**config.mk**
```make
export PLATFORM = sky130hd
export DESIGN_NAME = tlk2711_rx_link_mon
export DESIGN_NICKNAME = d
export VERILOG_FILES = /design/src/rtl/tlk2711_pkg.sv /design/src/rtl/tlk2711_sat_cnt.sv /design/src/rtl/tlk2711_rx_link_mon.sv
export SDC_FILE = /design/constraint.sdc
export NUM_CORES = 1
export LEC_CHECK = 0
export ABC_CLOCK_PERIOD_IN_PS = 4500
export CELL_PAD_IN_SITES_DETAIL_PLACEMENT = 1
export CELL_PAD_IN_SITES_GLOBAL_PLACEMENT = 2
export CORE_ASPECT_RATIO = 1.2
export CORE_MARGIN = 2
export CORE_UTILIZATION = 34
export DETAILED_ROUTE_END_ITERATION = 16
export GPL_ROUTABILITY_DRIVEN = 1
export HOLD_SLACK_MARGIN = 0.06
export PLACE_DENSITY = 0.86
export SLEW_MARGIN = 40
export SYNTH_ARGS = -nofsm -noshare
export SYNTH_HDL_FRONTEND = slang
export SYNTH_HIERARCHICAL = 1
export SYNTH_SLANG_ARGS = --single-unit
```
**constraint.sdc**
```tcl
create_clock -name clk -period 4.5 [get_ports clk]
set_input_delay 0.675 -clock clk [delete_from_list [all_inputs] [get_ports clk]]
set_output_delay 0.675 -clock clk [all_outputs]
set_load 0.01 [all_outputs]
```
**src/rtl/tlk2711_pkg.sv**
```systemverilog
// Shared encodings, word classes and link states for the TLK2711 receive link monitor.
package tlk2711_pkg;

  localparam logic [15:0] K_IDLE = 16'hBCC5;
  localparam logic [15:0] K_SOF  = 16'hFBFB;
  localparam logic [15:0] K_EOF  = 16'hFDFD;
  localparam logic [15:0] K_ERR  = 16'hFEFE;

  typedef enum logic [2:0] {
    WC_IDLE    = 3'd0,
    WC_SOF     = 3'd1,
    WC_EOF     = 3'd2,
    WC_ERR     = 3'd3,
    WC_DATA    = 3'd4,
    WC_INVALID = 3'd5
  } word_class_e;

  typedef enum logic [1:0] {
    ST_LOS   = 2'd0,
    ST_LINK  = 2'd1,
    ST_FRAME = 2'd2
  } state_e;

  function automatic word_class_e classify(input logic kmsb, input logic klsb,
                                           input logic [15:0] rxd);
    word_class_e wc;
    case ({kmsb, klsb})
      2'b00: wc = WC_DATA;
      2'b10: wc = (rxd == K_IDLE) ? WC_IDLE : WC_INVALID;
      2'b11: begin
        if (rxd == K_SOF)      wc = WC_SOF;
        else if (rxd == K_EOF) wc = WC_EOF;
        else if (rxd == K_ERR) wc = WC_ERR;
        else                   wc = WC_INVALID;
      end
      default: wc = WC_INVALID;
    endcase
    return wc;
  endfunction

endpackage

```
**src/rtl/tlk2711_sat_cnt.sv**
```systemverilog
// Saturating statistics counter; clear wins over a simultaneous increment.
module tlk2711_sat_cnt #(
  parameter int WIDTH = 32
) (
  input  logic             clk,
  input  logic             rst,
  input  logic             clr,
  input  logic             inc,
  output logic [WIDTH-1:0] cnt
);

  logic [WIDTH-1:0] cnt_d;
  logic [WIDTH-1:0] cnt_q;

  always_comb begin
    cnt_d = cnt_q;
    if (clr) begin
      cnt_d = '0;
    end else if (inc && (cnt_q != '1)) begin
      cnt_d = cnt_q + WIDTH'(1);
    end else begin
      cnt_d = cnt_q;
    end
  end

  always_ff @(posedge clk or posedge rst) begin
    if (rst) cnt_q <= '0;
    else     cnt_q <= cnt_d;
  end

  assign cnt = cnt_q;

endmodule

```
**src/rtl/tlk2711_rx_link_mon.sv**
```systemverilog
// TLK2711 receive link monitor: sync qualification, SOF/EOF framing and link statistics.
module tlk2711_rx_link_mon #(
  parameter int SYNC_CNT  = 8,
  parameter int LOSS_CNT  = 4,
  parameter int MAX_LEN   = 4096,
  parameter int CNT_WIDTH = 32
) (
  input  logic                 clk,
  input  logic                 rst,
  input  logic [15:0]          i_2711_rxd,
  input  logic                 i_2711_rkmsb,
  input  logic                 i_2711_rklsb,
  input  logic                 i_clear_cnt,
  output logic                 o_link_up,
  output logic                 o_loss_irq,
  output logic [15:0]          o_rx_data,
  output logic                 o_rx_valid,
  output logic                 o_rx_sof,
  output logic                 o_rx_eof,
  output logic                 o_rx_err,
  output logic [15:0]          o_frame_len,
  output logic [CNT_WIDTH-1:0] o_frame_cnt,
  output logic [CNT_WIDTH-1:0] o_err_cnt
);
  import tlk2711_pkg::*;

  localparam int SYNC_W = $clog2(SYNC_CNT + 1);
  localparam int LOSS_W = $clog2(LOSS_CNT + 1);
  localparam int LEN_W  = $clog2(MAX_LEN + 1);

  // Input stage; the clear request travels with the word so it lines up with that word's effects.
  logic [15:0]       rxd_q;
  logic              rkmsb_q, rklsb_q, clear_q;
  word_class_e       wc_s;
  state_e            state_d, state_q;
  logic [SYNC_W-1:0] sync_d, sync_q;
  logic [LOSS_W-1:0] loss_d, loss_q;
  logic [LEN_W-1:0]  len_d, len_q;
  logic [15:0]       len_sat_s;
  logic              sof_arm_d, sof_arm_q;
  logic              link_up_d, link_up_q;
  logic              loss_irq_d, loss_irq_q;
  logic [15:0]       rx_data_d, rx_data_q;
  logic              rx_valid_d, rx_valid_q;
  logic              rx_sof_d, rx_sof_q;
  logic              rx_eof_d, rx_eof_q;
  logic              rx_err_d, rx_err_q;
  logic [15:0]       frame_len_d, frame_len_q;
  logic              frame_inc_s, err_inc_s;

  always_ff @(posedge clk or posedge rst) begin
    if (rst) begin
      rxd_q   <= 16'h0000;
      rkmsb_q <= 1'b0;
      rklsb_q <= 1'b0;
      clear_q <= 1'b0;
    end else begin
      rxd_q   <= i_2711_rxd;
      rkmsb_q <= i_2711_rkmsb;
      rklsb_q <= i_2711_rklsb;
      clear_q <= i_clear_cnt;
    end
  end

  assign wc_s = classify(rkmsb_q, rklsb_q, rxd_q);

  always_comb begin
    if (32'(len_q) > 32'h0000_FFFF) len_sat_s = 16'hFFFF;
    else                            len_sat_s = 16'(len_q);
  end

  always_comb begin
    state_d     = state_q;
    sync_d      = sync_q;
    loss_d      = loss_q;
    len_d       = len_q;
    sof_arm_d   = sof_arm_q;
    link_up_d   = link_up_q;
    loss_irq_d  = 1'b0;
    rx_data_d   = rx_data_q;
    rx_valid_d  = 1'b0;
    rx_sof_d    = 1'b0;
    rx_eof_d    = 1'b0;
    rx_err_d    = 1'b0;
    frame_len_d = frame_len_q;
    frame_inc_s = 1'b0;
    err_inc_s   = 1'b0;
    case (state_q)
      ST_LOS: begin
        loss_d = '0;
        if (wc_s == WC_IDLE) begin
          if (sync_q == SYNC_W'(SYNC_CNT - 1)) begin
            sync_d    = '0;
            state_d   = ST_LINK;
            link_up_d = 1'b1;
          end else begin
            sync_d = sync_q + SYNC_W'(1);
          end
        end else begin
          sync_d = '0;
        end
      end
      ST_LINK, ST_FRAME: begin
        if ((wc_s == WC_ERR) || (wc_s == WC_INVALID)) begin
          // Isolated bad words are swallowed; only a full run drops the link.
          if (loss_q == LOSS_W'(LOSS_CNT - 1)) begin
            loss_d     = '0;
            sync_d     = '0;
            state_d    = ST_LOS;
            link_up_d  = 1'b0;
            loss_irq_d = 1'b1;
            err_inc_s  = 1'b1;
            if (state_q == ST_FRAME) begin
              rx_eof_d    = 1'b1;
              rx_err_d    = 1'b1;
              frame_len_d = len_sat_s;
            end else begin
              rx_eof_d = 1'b0;
            end
          end else begin
            loss_d = loss_q + LOSS_W'(1);
          end
        end else if (state_q == ST_LINK) begin
          loss_d = '0;
          if (wc_s == WC_SOF) begin
            state_d   = ST_FRAME;
            len_d     = '0;
            sof_arm_d = 1'b1;
          end else begin
            state_d = ST_LINK;
          end
        end else begin
          loss_d = '0;
          case (wc_s)
            WC_DATA: begin
              if (len_q == LEN_W'(MAX_LEN)) begin
                rx_eof_d    = 1'b1;
                rx_err_d    = 1'b1;
                frame_len_d = len_sat_s;
                err_inc_s   = 1'b1;
                state_d     = ST_LINK;
              end else begin
                rx_valid_d = 1'b1;
                rx_data_d  = rxd_q;
                rx_sof_d   = sof_arm_q;
                sof_arm_d  = 1'b0;
                len_d      = len_q + LEN_W'(1);
              end
            end
            WC_EOF: begin
              rx_eof_d    = 1'b1;
              frame_len_d = len_sat_s;
              frame_inc_s = 1'b1;
              state_d     = ST_LINK;
            end
            WC_SOF: begin
              rx_eof_d    = 1'b1;
              rx_err_d    = 1'b1;
              frame_len_d = len_sat_s;
              err_inc_s   = 1'b1;
              len_d       = '0;
              sof_arm_d   = 1'b1;
            end
            WC_IDLE: begin
              rx_eof_d    = 1'b1;
              rx_err_d    = 1'b1;
              frame_len_d = len_sat_s;
              err_inc_s   = 1'b1;
              state_d     = ST_LINK;
            end
            default: state_d = state_q;
          endcase
        end
      end
      default: state_d = ST_LOS;
    endcase
  end

  always_ff @(posedge clk or posedge rst) begin
    if (rst) begin
      state_q     <= ST_LOS;
      sync_q      <= '0;
      loss_q      <= '0;
      len_q       <= '0;
      sof_arm_q   <= 1'b0;
      link_up_q   <= 1'b0;
      loss_irq_q  <= 1'b0;
      rx_data_q   <= 16'h0000;
      rx_valid_q  <= 1'b0;
      rx_sof_q    <= 1'b0;
      rx_eof_q    <= 1'b0;
      rx_err_q    <= 1'b0;
      frame_len_q <= 16'h0000;
    end else begin
      state_q     <= state_d;
      sync_q      <= sync_d;
      loss_q      <= loss_d;
      len_q       <= len_d;
      sof_arm_q   <= sof_arm_d;
      link_up_q   <= link_up_d;
      loss_irq_q  <= loss_irq_d;
      rx_data_q   <= rx_data_d;
      rx_valid_q  <= rx_valid_d;
      rx_sof_q    <= rx_sof_d;
      rx_eof_q    <= rx_eof_d;
      rx_err_q    <= rx_err_d;
      frame_len_q <= frame_len_d;
    end
  end

  tlk2711_sat_cnt #(.WIDTH(CNT_WIDTH)) u_frame_cnt (
    .clk (clk),
    .rst (rst),
    .clr (clear_q),
    .inc (frame_inc_s),
    .cnt (o_frame_cnt)
  );

  tlk2711_sat_cnt #(.WIDTH(CNT_WIDTH)) u_err_cnt (
    .clk (clk),
    .rst (rst),
    .clr (clear_q),
    .inc (err_inc_s),
    .cnt (o_err_cnt)
  );

  assign o_link_up   = link_up_q;
  assign o_loss_irq  = loss_irq_q;
  assign o_rx_data   = rx_data_q;
  assign o_rx_valid  = rx_valid_q;
  assign o_rx_sof    = rx_sof_q;
  assign o_rx_eof    = rx_eof_q;
  assign o_rx_err    = rx_err_q;
  assign o_frame_len = frame_len_q;

endmodule

```
* Word-level counts from Yosys, hierarchy flattened
Cells that the tools add are included.
** Cells by class
- Reductions and logical operators :: 21
- Bitwise operators :: 3
- Muxes and demuxes :: 75
- $add $sub $neg :: 5
- Equal/unequal tests :: 31
** Operators by type and width (number)
- 32-bit 2-to-1 mux :: 4
- 16-bit 2-to-1 mux :: 5
- 32-bit by 1-bit adder with 32-bit output (second input constant) :: 2
- 16-bit equality test (second input constant) :: 4
- 32-bit != test (second input constant) :: 2
- 13-bit 2-to-1 mux :: 3
- 1-bit 2-to-1 mux :: 35
- 16-bit one-hot mux with 2 select lines :: 1
- 13-bit one-hot mux with 2 select lines :: 1
- 5-bit AND reduction :: 4
- 3-bit 2-to-1 mux :: 6
- 4-bit 2-to-1 mux :: 4
- 2-bit 2-to-1 mux :: 7
- 13-bit by 1-bit adder with 13-bit output (second input constant) :: 1
- 13-bit equality test (second input constant) :: 1
- 2-bit != test (second input constant) :: 5
- 5-bit != test (second input constant) :: 2
- 3-bit by 2-bit equality test with 1-bit output (second input constant) :: 3
- 3-bit != test (second input constant) :: 3
- 3-bit one-hot mux with 3 select lines :: 1
- 1-bit one-hot mux with 2 select lines :: 4
- 2-bit one-hot mux with 2 select lines :: 2
- 4-bit one-hot mux with 2 select lines :: 1
- 2-bit nonzero test :: 4
- 19 further kinds :: 30
** Word-level totals
- Input bits :: 21
- Register bits after elaboration :: 144

* Depth between registers and ports, before layout
- Depth after elaboration :: 14
- Mapped depth :: 15

* By module
The synthesis kept the hierarchy.
** Modules (own cells, without submodules)
- tlk2711_sat_cnt :: instances 2, cells each 199, area each 1911.8 um^2, seq. area each 800.8 um^2
- tlk2711_rx_link_mon :: instances 1, cells each 338, area each 3478.3 um^2, seq. area each 1926.8 um^2

* Least setup slack after synthesis
No wires, ideal clock.
- Kind :: flip-flop to flip-flop
- Start :: register rxd_q[14]
- End :: register u_err_cnt.cnt_q[21], in the netlist u_err_cnt/cnt[21]
- Data required time :: 4.375 ns
- Arrival :: 3.287 ns
- Stages on the path, launching flop included :: 14
- Period minus slack after synthesis :: 3.412 ns
- Slack :: 1.088 ns
- Buffers on the path :: 3
- Path through :: dfrtp_1 > or4_1 > or3_4 > o31a_1 > buf_6 > a21oi_1 > a31oi_1 > nor2_1 > nand2_1 > or3_1 > buf_2 > buf_4 > nor4_2 > mux2_4
** Between the ends
- Cells in the longest elaborated chain, start to end :: 13
- Elaborated cells on any way between the ends :: 22
** RTL lines
- from (decl) :: line tlk2711_rx_link_mon.sv:32 : logic [15:0] rxd_q;
- from (signal assigned) :: line tlk2711_rx_link_mon.sv:58 : rxd_q <= i_2711_rxd;
- 16-bit equality test :: line tlk2711_pkg.sv:33 : else if (rxd == K_ERR) wc = WC_ERR;
- 3-bit 2-to-1 mux :: line tlk2711_pkg.sv:33
- 3-bit 2-to-1 mux :: line tlk2711_pkg.sv:32 : else if (rxd == K_EOF) wc = WC_EOF;
- 3-bit 2-to-1 mux :: line tlk2711_pkg.sv:31 : if (rxd == K_SOF) wc = WC_SOF;
- 3-bit one-hot mux with 3 select lines * :: line tlk2711_pkg.sv:27 : case ({kmsb, klsb})
- 3-bit by 1-bit equality test with 1-bit output / 3-bit logical NOT (equally long branches) :: line tlk2711_rx_link_mon.sv:134 : case (wc_s)
- 2-bit OR reduction (no line)
- 1-bit one-hot mux with 2 select lines :: line tlk2711_rx_link_mon.sv:134
- 1-bit 2-to-1 mux :: line tlk2711_rx_link_mon.sv:123 : end else if (state_q == ST_LINK) begin
- 1-bit 2-to-1 mux * :: line tlk2711_rx_link_mon.sv:104 : if ((wc_s == WC_ERR) || (wc_s == WC_INVALID)) begin
- 1-bit 2-to-1 mux * :: line tlk2711_rx_link_mon.sv:88 : case (state_q)
- net err_inc_s :: line tlk2711_rx_link_mon.sv:49 : logic frame_inc_s, err_inc_s;
- 1-bit logical AND * :: line tlk2711_sat_cnt.sv:19 : end else if (inc && (cnt_q != '1)) begin
- 2-bit nonzero test (no line) *
- to (signal assigned) :: line tlk2711_sat_cnt.sv:28 : else cnt_q <= cnt_d;
- to (decl) :: line tlk2711_sat_cnt.sv:13 : logic [WIDTH-1:0] cnt_q;
Mark *: on every way through the listed nets, which the timed path passes. The rest lies on a longest branch.
A chain may end at the register's enable or synchronous reset.

* Worst setup path after layout
- Start :: register rxd_q[14]
- End :: register u_err_cnt.cnt_q[14], in the netlist u_err_cnt/cnt[14]
The elaborated chain is that of the path after synthesis.

==> out/qor.yml <==
yosys:
  seq_area_frac_synth_pct: 48.3
  synthCells: 736
  synth_cell_type_count: 64
  synth-seq-cells: 141
  synth_top_cell_area_share_pct: 48.3
  synth-main-ff-cell: "dfrtp_1"
  syn_area_per_cell_um2: 9.92
  yosysTopAreaCell: "dfrtp_1"
  synth_edf_count: 0
  yosys_warnings: 6
  async_reset_ff_share_pct: 100
  synth_area_leaders: "dfrtp_1 48%, nand2_1 5.2%, mux2_4 4.1%"
  synth_area_mm2: 0.00730
placed_design:
  gp_congestion: 0.759
  post_dp_cell_area_mm2: 0.00869
  post-place-ws_ns: 0.638
  hpwl_mm: 13.6
  io_buffers: 119
power:
  vdd_ir_drop_max_v: 0.000241
  pwr_density_cell_mw_per_mm2: 299
  power.leakage_uw: 0.00376
setup_path:
  timing.rr.end: "u_err_cnt/cnt[14]"
  critPathCaptureType: "flop"
  cp.arrival_ns: 4.19
  cp-start-kind: "flop"
  r2r_slack_ns: 0.61
  required_ns: 4.81
  path_class: "reg -> reg"
  cp_max_fo: 12
  r2r_cells: 11
  worstReg2RegStart: "rxd_q[14]"
routing:
  ant_nets: 0
  route.detailed.drc: 0
  firstDrtPassIters: 4
  wl_per_cell_um: 17.1
  vias: 5970
  viasPerCell: 5.29
  routed_wl_mm: 19.3
  drt_iter0_drc: 214
global_route:
  track_usage_pct: 18.1
  grt_pass1_vias: 6243
  antenna_found_initial: 0
  grt_pass1_wl_mm: 32.3
  grt_overflow_total: 0
  grt_max_degree: 60
sta:
  hold_viol_final: 0
  setup_slack_ns: 0.614
  finalCritPeriodShare_pct: 86.4
  tightest_slew_ns: 0.799
  tns_ns: 0
  grt_setup_unrepaired: "false"
  skew_ns: 0.0120
  maxSlewHeadroom_pct: 46.3
  setup_viol: 0
  fmax_ghz: 0.257
  maxSlewViolCount: 0
  min_period_ns: 3.89
die:
  rows: 58
  ios: 123
  dieArea_mm2: 0.0227
  die_x_um: 138
  start_util_pct: 34.7
  core_mm2: 0.0210
  die_height_um: 165
cells_and_area:
  fill_cells: 2378
  mostFrequentLayoutCell: "dfrtp_1"
  seq_area_mm2: 0.00353
  drive_gt1_share_pct: 11.8
  design_area_mm2: 0.00928
  area_growth_pct: 27.0
  antennaDiodeCount: 0
  fin_util_pct: 44.1
  mostFrequentLayoutCells: "140 x dfrtp_1, 119 x clkdlybuf4s50_1, 102 x nand2_1, 66 x nor2_1, 34 x nand3_1"
  fin_nets: 876
  multi_input_area_mm2: 0.00348
min_path:
  holdPathEnd: "o_rx_data[13]"
  min_from: "rxd_q[13]"
  hp-class: "reg -> reg"
  whs_path_depth: 2
clock_network:
  cts_sinks: 141
  htreeDepth: 4
  ctsRootBufferMaster: "clkbuf_16"
  cts_buffer_depth: 2
  cts_buffers: 17
  cts_tree: "built"
  clkTransAtPathRegs_ns: 0.07
  cts_resized: 0
  clkLatencyLatePin_ns: 0.42
  cts_setup_buffers: 0
  hold_buffers: 0
status:
  outcome: "completed"
run:
  cap_viol_max_count: 0
[flip-flops by register name (all words and copies together) (netlist names), 2 cells and up]
name and count:
o_rx_data 16, loss_q 3, rxd_q 16, sync_q 4, state_q 2, u_err_cnt/cnt 32, len_q 13, o_frame_len 13
u_frame_cnt/cnt 32
[through the flow]
stage,hold slack (ns),power (µW),instances
detailed placement,0.455,1380,1096
global route,0.496,2880,1128
finish,0.462,2780,1128
floorplan,0.431,1350,738
CTS,0.469,2820,1128
global placement,0.448,1380,1096
[cell usage after synthesis, types with 4 or more instances]
library cell and instances:
buf_6 5, o31ai_1 18, xnor2_1 24, mux2_2 8, o21ai_0 29, buf_2 4
mux2i_1 4, nor2b_1 15, nor2_1 66, or3_1 14, and3_1 7, and4_1 4
or2_2 7, a211oi_1 6, dfrtp_1 141, and2_1 4, inv_1 22, a21oi_1 29
mux2_4 20, buf_4 7, clkbuf_1 21, nor3_1 11, nor4_2 6, nor4_1 20
nand3_1 34, xor2_1 4, ha_1 10, nand4_1 19, nand2_1 102, or4_1 22
[worst max path at each step]
stage / cells after the start / startpoint / endpoint / slack, ns
final: 11 / rxd_q[14] / u_err_cnt/cnt[14] / 0.61
after detailed placement: 11 / rxd_q[14] / u_err_cnt/cnt[14] / 0.64
after floorplan: 13 / rxd_q[14] / u_err_cnt/cnt[21] / 1.09
after CTS: 11 / rxd_q[14] / u_err_cnt/cnt[14] / 0.61
after global placement: 11 / rxd_q[14] / u_err_cnt/cnt[14] / 0.70
after global routing: 11 / rxd_q[14] / u_err_cnt/cnt[14] / 0.31
[cell type report]
class	instances	share of cell area (%)
Inverter	23	0.985
Timing Repair Buffer	127	13.5
Sequential cell	141	38.1
Multi-Input combinational cell	535	37.5
Clock inverter	13	1.65
Tap cell	270	3.64
Clock buffer	19	4.67
[critical path: stages, from the launching register on]
cell and delay, ns:
dfrtp_1 0.39, or4_1 0.53, or3_4 0.36, o31a_1 0.44, a21oi_1 0.23, a31oi_1 0.06, nor2_1 0.31, nand2_1 0.11
or3_1 0.52, a2111oi_0 0.57, xnor2_1 0.19, nor2_1 0.06
[power breakdown]
part | internal (µW) | switching, µW | total [µW]
Clock | 831 | 588 | 1420
Combinational | 24.1 | 39.0 | 63.1
Sequential | 1280 | 17.2 | 1290
[metal layers]
metal / vias up / share of wire (%) / track usage, %
met5: - / 0 / 0
met4: 0 / 1.5 / 5.84
met3: 19 / 2.6 / 2.89
met2: 90 / 51 / 32.1
met1: 3013 / 45 / 22.2
li1: 2848 / - / -
[logic make-up (layout without fill, tap and decap cells)]
group	Yosys count	after routing	synth area share (%)
AO/OA/AOI/OAI	108	108	9.66
XOR/XNOR	28	28	3.36
adder cells (fa/ha/maj)	10	10	1.71
buffers and inverters	62	182	4.49
flip-flops	141	141	48.3
multiplexers	32	32	5.89
other	1	3	0.0514
AND/OR/NAND/NOR	354	354	26.5
No activity file was read; power rests on OpenSTA's default activity.
